## src/rtl/uart_pkg.sv

```systemverilog
// Shared types and constants for the configurable UART transmitter.
package uart_pkg;

   localparam int BREAK_BITS = 13;

   typedef enum logic [2:0] {
      ST_IDLE   = 3'd0,
      ST_START  = 3'd1,
      ST_DATA   = 3'd2,
      ST_PARITY = 3'd3,
      ST_STOP   = 3'd4,
      ST_BREAK  = 3'd5
   } state_e;

   typedef enum logic [1:0] {
      PAR_NONE     = 2'b00,
      PAR_EVEN     = 2'b01,
      PAR_ODD      = 2'b10,
      PAR_NONE_ALT = 2'b11
   } parity_e;

   typedef enum logic [1:0] {
      STOP_1     = 2'b00,
      STOP_1P5   = 2'b01,
      STOP_2     = 2'b10,
      STOP_2_ALT = 2'b11
   } stop_e;

endpackage

```

## src/rtl/uart_parity_gen.sv

```systemverilog
// Parity over the low i_nbits bits of i_data; odd mode inverts the XOR.
module uart_parity_gen
   import uart_pkg::*;
#(
   parameter int W = 9
) (
   input  logic [W-1:0] i_data,
   input  logic [3:0]   i_nbits,
   input  logic [1:0]   i_mode,
   output logic         o_par
);

   logic w_x;

   always_comb begin
      w_x = 1'b0;
      for (int i = 0; i < W; i++)
         if (i < int'(i_nbits))
            w_x = w_x ^ i_data[i];
   end

   assign o_par = (i_mode == PAR_ODD) ? ~w_x : w_x;

endmodule

```

## src/rtl/uart_tx_cfg.sv

```systemverilog
// UART transmitter with per-frame data length, parity and stop config,
// plus line-break generation.
module uart_tx_cfg
   import uart_pkg::*;
#(
   parameter int MAX_DATA_BITS = 9,
   parameter int OVRSAMPLING   = 16
) (
   input  logic                     clk,
   input  logic                     reset_n,
   input  logic                     s_tick,
   input  logic                     tx_valid,
   output logic                     tx_ready,
   input  logic [MAX_DATA_BITS-1:0] din,
   input  logic [3:0]               cfg_data_bits,
   input  logic [1:0]               cfg_parity,
   input  logic [1:0]               cfg_stop,
   input  logic                     break_req,
   output logic                     tx_done,
   output logic                     busy,
   output logic                     tx
);

   localparam int CW = $clog2(2*OVRSAMPLING);
   localparam logic [CW-1:0] TOP_BIT = CW'(OVRSAMPLING-1);
   localparam logic [CW-1:0] TOP_1P5 = CW'(3*OVRSAMPLING/2-1);
   localparam logic [CW-1:0] TOP_2   = CW'(2*OVRSAMPLING-1);
   localparam logic [3:0]    NB_MIN  = 4'd5;
   localparam logic [3:0]    NB_MAX  = 4'(MAX_DATA_BITS);
   localparam logic [3:0]    BRK_N   = 4'(BREAK_BITS);

   state_e                   r_state;
   logic [CW-1:0]            r_cnt;
   logic [3:0]               r_idx;
   logic [3:0]               r_nbits;
   logic [MAX_DATA_BITS-1:0] r_shift;
   logic                     r_par_en;
   logic                     r_par;
   logic [1:0]               r_stop;
   logic                     r_from_brk;
   logic                     r_tx;
   logic                     r_done;

   logic [3:0]               w_nbits;
   logic                     w_par;
   logic                     w_par_en;
   logic [CW-1:0]            w_stop_top;
   logic                     w_bit_end;
   logic                     w_brk_exit;

   always_comb begin
      w_nbits = cfg_data_bits;
      if (cfg_data_bits < NB_MIN)
         w_nbits = NB_MIN;
      else if (cfg_data_bits > NB_MAX)
         w_nbits = NB_MAX;
   end

   uart_parity_gen #(
      .W (MAX_DATA_BITS)
   ) u_par (
      .i_data  (din),
      .i_nbits (w_nbits),
      .i_mode  (cfg_parity),
      .o_par   (w_par)
   );

   assign w_par_en = (cfg_parity == PAR_EVEN) ||
                     (cfg_parity == PAR_ODD);

   always_comb begin
      case (r_stop)
         STOP_1:   w_stop_top = TOP_BIT;
         STOP_1P5: w_stop_top = TOP_1P5;
         default:  w_stop_top = TOP_2;
      endcase
   end

   assign w_bit_end = s_tick && (r_cnt == TOP_BIT);

   // Leave break on the very tick that completes the minimum length.
   assign w_brk_exit = !break_req &&
                       ((r_idx == BRK_N) ||
                        (w_bit_end && (r_idx == BRK_N - 4'd1)));

   always_ff @(posedge clk or negedge reset_n) begin
      if (!reset_n) begin
         r_state    <= ST_IDLE;
         r_cnt      <= '0;
         r_idx      <= '0;
         r_nbits    <= '0;
         r_shift    <= '0;
         r_par_en   <= 1'b0;
         r_par      <= 1'b0;
         r_stop     <= '0;
         r_from_brk <= 1'b0;
         r_tx       <= 1'b1;
         r_done     <= 1'b0;
      end else begin
         r_done <= 1'b0;
         case (r_state)
            ST_IDLE: begin
               r_cnt <= '0;
               if (break_req) begin
                  r_state    <= ST_BREAK;
                  r_tx       <= 1'b0;
                  r_idx      <= '0;
                  r_from_brk <= 1'b1;
               end else if (tx_valid) begin
                  r_state    <= ST_START;
                  r_tx       <= 1'b0;
                  r_shift    <= din;
                  r_nbits    <= w_nbits;
                  r_par_en   <= w_par_en;
                  r_par      <= w_par;
                  r_stop     <= cfg_stop;
                  r_from_brk <= 1'b0;
               end
            end
            ST_START: begin
               if (w_bit_end) begin
                  r_cnt   <= '0;
                  r_idx   <= '0;
                  r_state <= ST_DATA;
                  r_tx    <= r_shift[0];
               end else if (s_tick) begin
                  r_cnt <= r_cnt + 1'b1;
               end
            end
            ST_DATA: begin
               if (w_bit_end) begin
                  r_cnt <= '0;
                  if (r_idx == r_nbits - 4'd1) begin
                     r_state <= r_par_en ? ST_PARITY : ST_STOP;
                     r_tx    <= r_par_en ? r_par : 1'b1;
                  end else begin
                     r_idx   <= r_idx + 4'd1;
                     r_shift <= r_shift >> 1;
                     r_tx    <= r_shift[1];
                  end
               end else if (s_tick) begin
                  r_cnt <= r_cnt + 1'b1;
               end
            end
            ST_PARITY: begin
               if (w_bit_end) begin
                  r_cnt   <= '0;
                  r_state <= ST_STOP;
                  r_tx    <= 1'b1;
               end else if (s_tick) begin
                  r_cnt <= r_cnt + 1'b1;
               end
            end
            ST_STOP: begin
               if (s_tick) begin
                  if (r_cnt == w_stop_top) begin
                     r_cnt   <= '0;
                     r_state <= ST_IDLE;
                     r_done  <= !r_from_brk;
                  end else begin
                     r_cnt <= r_cnt + 1'b1;
                  end
               end
            end
            ST_BREAK: begin
               if (w_brk_exit) begin
                  r_cnt   <= '0;
                  r_state <= ST_STOP;
                  r_stop  <= cfg_stop;
                  r_tx    <= 1'b1;
               end else if (w_bit_end) begin
                  r_cnt <= '0;
                  if (r_idx != BRK_N)
                     r_idx <= r_idx + 4'd1;
               end else if (s_tick) begin
                  r_cnt <= r_cnt + 1'b1;
               end
            end
            default: begin
               r_state <= ST_IDLE;
               r_tx    <= 1'b1;
            end
         endcase
      end
   end

   assign tx_ready = (r_state == ST_IDLE) && !break_req;
   assign busy     = (r_state != ST_IDLE);
   assign tx       = r_tx;
   assign tx_done  = r_done;

endmodule

```

## config.mk

```make
export PLATFORM = sky130hd
export DESIGN_NAME = uart_tx_cfg
export DESIGN_NICKNAME = d
export VERILOG_FILES = /design/src/rtl/uart_pkg.sv /design/src/rtl/uart_parity_gen.sv /design/src/rtl/uart_tx_cfg.sv
export SDC_FILE = /design/constraint.sdc
export NUM_CORES = 1
export LEC_CHECK = 0
export BUFFER_PORTS_ARGS = -buffer_cell sky130_fd_sc_hd__buf_2
export CAP_MARGIN = 20
export CORE_ASPECT_RATIO = 1.5
export CORE_MARGIN = 5
export CORE_UTILIZATION = 39
export CTS_BUF_LIST = sky130_fd_sc_hd__clkbuf_4
export DETAILED_ROUTE_END_ITERATION = 10
export PLACE_DENSITY = 0.66
export SETUP_SLACK_MARGIN = 0.15
export SKIP_CTS_REPAIR_TIMING = 1
export SLEW_MARGIN = 20
export SYNTH_ARGS = -nofsm -noshare
export SYNTH_HDL_FRONTEND = slang
export SYNTH_SLANG_ARGS = --single-unit
export TNS_END_PERCENT = 1
```

## constraint.sdc

```tcl
create_clock -name clk -period 2.05 [get_ports clk]
set_clock_uncertainty 0.05 [all_clocks]
set_input_delay 0.3075 -clock clk [delete_from_list [all_inputs] [get_ports clk]]
set_output_delay 0.3075 -clock clk [all_outputs]
set_load 0.03 [all_outputs]
```

# [After elaboration in Yosys (flattened, before gate mapping)]
# Cells that the tools add are included.
[totals] regBits=32 inputBits=22 wordCells=150
[op_classes] mux=60 n_eq_ne=29 bitwise_logic=11 order_cmp=11 n_reduce_logical=25 n_addsub=3
[ops] op="$mux W4" count=9
[ops] op="$mux W9" count=4
[ops] op="$mux W3" count=10
[ops] op="$ne A2 B2 Y1 const B" count=14
[ops] op="$mux W5" count=5
[ops] op="$mux W1" count=22
[ops] op="$pmux W5 S4" count=1
[ops] op="$pmux W3 S6" count=1
[ops] op="$pmux W9 S2" count=1
[ops] op="$lt A3 B4 Y1 const A" count=4
[ops] op="$pmux W4 S4" count=1
[ops] op="$reduce_and A8 Y1" count=2
[ops] op="$pmux W5 S2" count=1
[ops] op="$eq A4 B4 Y1 const B" count=2
[ops] op="$lt A1 B4 Y1 const A" count=2
[ops] op="$lt A2 B4 Y1 const A" count=2
[ops] op="$reduce_bool A4 Y1" count=2
[ops] op="$xor A1 B1 Y1" count=8
[ops] op="$eq A3 B2 Y1 const B" count=2
[ops] op="$eq A3 B3 Y1 const B" count=2
[ops] op="$mux W2" count=3
[ops] op="$pmux W1 S6" count=1
[ops] op="$reduce_and A6 Y1" count=1
[ops] op="$reduce_bool A2 Y1" count=3
[ops] op="other kinds (27)" count=36

# [Longest topological paths before layout]
[logic_depth] ltp_word=23 depth_mapped=9 ltp_nobuf=8

# [Modules after synthesis]
# Synthesis repeated with hierarchy kept, for this count alone.
[unflattened] cells_unflattened=245 area_unflattened_um2=2224.6
[by_module_without_submodules] module="uart_tx_cfg" cells_per_inst=221 area_each_um2=2025.7 n_inst=1
[by_module_without_submodules] module="uart_parity_gen" cells_per_inst=24 area_each_um2=198.9 n_inst=1

# [Worst setup path after synthesis]
# Ideal clock, no wire load.
[synth_timing] kind="flip-flop to flip-flop" startpoint="register r_cnt[0]" endpoint="register r_state[0]" path_slack_ns=-0.064 arrival_time_ns=1.939 stages_incl_launch_ff=8 synth_period_minus_slack_ns=2.114 path_cell_list="dfrtp_1 ha_1 and3_1 ha_1 and4b_1 a31oi_1 a211oi_1 mux2_2"
[synth_via] elab_chain_cells=7 elab_cells_between_ends=12
[synth_lines] element="start: declaration" line_no="uart_tx_cfg.sv:33" rtl="logic [CW-1:0] r_cnt;"
[synth_lines] element="start signal: assignment" line_no="uart_tx_cfg.sv:127" rtl="r_cnt <= r_cnt + 1'b1;"
[synth_lines] element="start signal: assignment" line_no="uart_tx_cfg.sv:142" rtl="r_cnt <= r_cnt + 1'b1;"
[synth_lines] element="start signal: assignment" line_no="uart_tx_cfg.sv:151" rtl="r_cnt <= r_cnt + 1'b1;"
[synth_lines] element="$eq A5 B4 Y1" line_no="uart_tx_cfg.sv:79" rtl="assign w_bit_end = s_tick && (r_cnt == TOP_BIT);"
[synth_lines] element="$logic_and A1 B1 Y1" line_no="uart_tx_cfg.sv:79"
[synth_lines] element="$logic_and A1 B1 Y1" line_no="uart_tx_cfg.sv:84" rtl="(w_bit_end && (r_idx == BRK_N - 4'd1)));"
[synth_lines] element="$logic_or A1 B1 Y1" line_no="uart_tx_cfg.sv:83" rtl="((r_idx == BRK_N) ||"
[synth_lines] element="$logic_and A1 B1 Y1" line_no="uart_tx_cfg.sv:82" rtl="assign w_brk_exit = !break_req &&"
[synth_lines] element="$ne A2 B2 Y1 (no line)"
[synth_lines] element="$reduce_and A8 Y1 (no line) (*)"
[synth_lines] element="end signal: assignment" line_no="uart_tx_cfg.sv:134" rtl="r_state <= r_par_en ? ST_PARITY : ST_STOP;"
[synth_lines] element="end: declaration" line_no="uart_tx_cfg.sv:32" rtl="state_e r_state;"
# Mark *: on every way between the ends. The rest lies on a longest branch, timed or not.
# A chain may end at the register's enable or synchronous reset.

# [Worst setup path in the final report]
[layout_timing] startpoint="register r_cnt[1]" endpoint="register r_state[0]"
# The elaborated chain is that of the path after synthesis.

==> results.sh <==
export IMPL_status="finished with violations"
export IMPL_violations="hold timing, setup timing"
export IMPL_finalNonFillerCells=371
export IMPL_hold_ws_ps=-28.9
export IMPL_hold_viol=20
export IMPL_hp_class="primary input to async pin"
export IMPL_cts_buffers=5
export IMPL_vdd_drop_max_uv=459
export IMPL_antenna_found_initial=0
export IMPL_clkLatencyLatePin_ps=330
export IMPL_drc_errors=0
export IMPL_combPwrFrac=0.567
export IMPL_timing_max_cap_violations=0
export IMPL_final_nets=330
export IMPL_port_buffers=25
export IMPL_ys_warn_count=0
export IMPL_antenna_left=0
export IMPL_n_antenna_cell=0
export IMPL_p_sw_frac=0.409
export IMPL_max_freq_mhz=486
export IMPL_multi_input_area_mm2=0.00137
export IMPL_first_pass_iters=4
export IMPL_critPathMaxFanout=3
export IMPL_max_clock_path_buffers=2
export IMPL_slew_headroom=0.507
export IMPL_syn_inst=251
export IMPL_viasPerCell=5.38
export IMPL_fin_crit_ps=2060
export IMPL_endpoint_kind="flop"
export IMPL_core_area_mm2=0.00545
export IMPL_final_period_utilization=1.00
export IMPL_rows=33
export IMPL_pin_count=26
export IMPL_drive_above_1_share=0.316
export IMPL_die_height_um=101
export IMPL_pwr_share_seq=0.332
export IMPL_rsz0062_at_grt="true"
export IMPL_async_flop_share=1.00
export IMPL_grt_pass1_wl_um=8400
export IMPL_synth_top_cell_by_area="dfrtp_1"
export IMPL_vias=1995
export IMPL_ys_ff_latch=32
export IMPL_required_ps=2220
export IMPL_tightest_slew_ps=739
export IMPL_crit_type="flop to flop"
export IMPL_groute_usage_overall=0.146
export IMPL_pwr_share_clk=0.101
export IMPL_die_area_mm2=0.00719
export IMPL_drt_initial_drc_count=61
export IMPL_syn_nets=280
export IMPL_regArea_um2=802
export IMPL_grt_overflow_total=0
export IMPL_htree_levels=2
export IMPL_placed_cells=363
export IMPL_hpwl_um=3910
export IMPL_grt_max_degree=33
export IMPL_p_int_mw=1.90
export IMPL_drv_slew=0
export IMPL_cellLeakagePower_nw=1.21
export IMPL_grt_pass1_vias=1906
export IMPL_cts_sink_count=32
export IMPL_die_w_um=70.9
export IMPL_routabilityCongestion=0.844
export IMPL_fin_ws_ps=-6.70
export IMPL_clk_pin_slew_worst_paths_ps=100
export IMPL_clockRootBuffer="clkbuf_4"
export IMPL_num_fill_cells=542
export IMPL_power_switching_mw=1.32
export IMPL_crit_arrival_ps=2220
export IMPL_fin_tns_setup_ps=-6.70
export IMPL_area_growth_pct=26.3
export IMPL_worst_setup_path_start_kind="flop"
export IMPL_ys_flop_type="dfrtp_1"
export IMPL_synth_area_mm2=0.00217
export IMPL_cts_tree="built"
export IMPL_finalSetupViolations=1
export IMPL_synth_edf_count=0
export IMPL_seq_area_frac_synth=0.369
export IMPL_synth_top_cell_area_share=0.357
export IMPL_yosysUniqueCellTypes=55
export IMPL_avgSynthCellArea_um2=8.65
export IMPL_finalWirelength_um=5170
export IMPL_post_drt_wl_per_cell_um=13.9
export IMPL_start_util=0.398
export IMPL_synthTopCellsByCount="36 x nand2_1, 31 x dfrtp_1, 20 x nor2_1"
export IMPL_synth_most_common_cell="nand2_1"
export IMPL_powerDensity_mw_per_mm2=1170
export IMPL_synthTopCellsByArea="dfrtp_1 36%, nand2_1 6.2%, xnor2_1 4.4%, o21ai_0 4.1%, a31oi_1 4.0%"
critical path, stage by stage (launching register included):
cell      delay [ps]
dfrtp_1          380
ha_2             190
and3_4           190
ha_4             140
and4b_2          270
a31oi_4          110
a211oi_4         310
mux2_4           320
sequential cells by signal, indices dropped and copies added, names as in the netlist:
register,cells
r_from_brk,1
tx_done,1
tx,1
r_par_en,1
r_stop,2
r_shift,9
r_nbits,4
r_par,1
r_state,3
r_idx,4
r_cnt,5
area by class of cell:
class | count | area share
Multi-Input combinational cell | 191 | 0.498
Tap cell | 70 | 0.0319
Inverter | 15 | 0.0205
Sequential cell | 32 | 0.293
Timing Repair Buffer | 56 | 0.140
Clock inverter | 2 | 0.00274
Clock buffer | 5 | 0.0137
power by group through the flow:
stage / Clock (mW) / Combinational [mW] / Sequential [mW]
after floorplan: 0 / 1.09 / 1.05
after global placement: 0 / 1.61 / 1.06
after detailed placement: 0 / 1.64 / 1.07
after CTS: 0.337 / 1.65 / 1.05
after global routing: 0.364 / 1.99 / 1.10
final: 0.323 / 1.82 / 1.07
cell usage in the layout, fill, tap and decap left out, types with 10 or more instances in the layout:
cell type,count
a21oi_1,10
a31oi_1,13
buf_2,24
buf_4,28
dfrtp_1,31
inv_1,14
nand2_1,36
nor2_1,20
o21ai_0,15
xnor2_1,10
final timing paths:
check	start	to	slack, ps	cells past startpoint
min reg2reg	r_par	r_par	440	2
max	r_cnt[1]	r_state[0]	-7	7
min	reset_n	r_cnt[3]	-30	1
min in group clk	cfg_stop[1]	r_stop[1]	160	2
max in group asynchronous	reset_n	r_idx[1]	1490	1
max reg2reg	r_cnt[1]	r_state[0]	-7	7
cell families (layout without fill, tap and decap cells):
kind of cell,Yosys count,after routing,synth area share
adder cells (fa/ha/maj),7,7,0.0403
AO/OA/AOI/OAI,70,70,0.217
XOR/XNOR,13,13,0.0594
multiplexers,9,9,0.0444
flip-flops,32,32,0.369
buffers and inverters,28,78,0.0565
AND/OR/NAND/NOR,92,92,0.213
through the flow:
step	setup WS (ps)	instance area (µm²)	total power [mW]	util
after floorplan	12.5	2180	2.14	-
after global routing	-88.1	2740	3.45	0.503
after detailed placement	-26.6	2560	2.71	0.470
after global placement	-17.3	2560	2.67	0.470
final	-6.70	2740	3.21	0.503
after CTS	-50.2	2610	3.04	0.478
routing by layer:
layer / routed length [µm] / global-route usage
met5: 0 / 0
met4: 160 / 0.0738
met3: 179 / 0.0268
met2: 2740 / 0.272
met1: 2090 / 0.154
(Power assumes the default switching activity.)
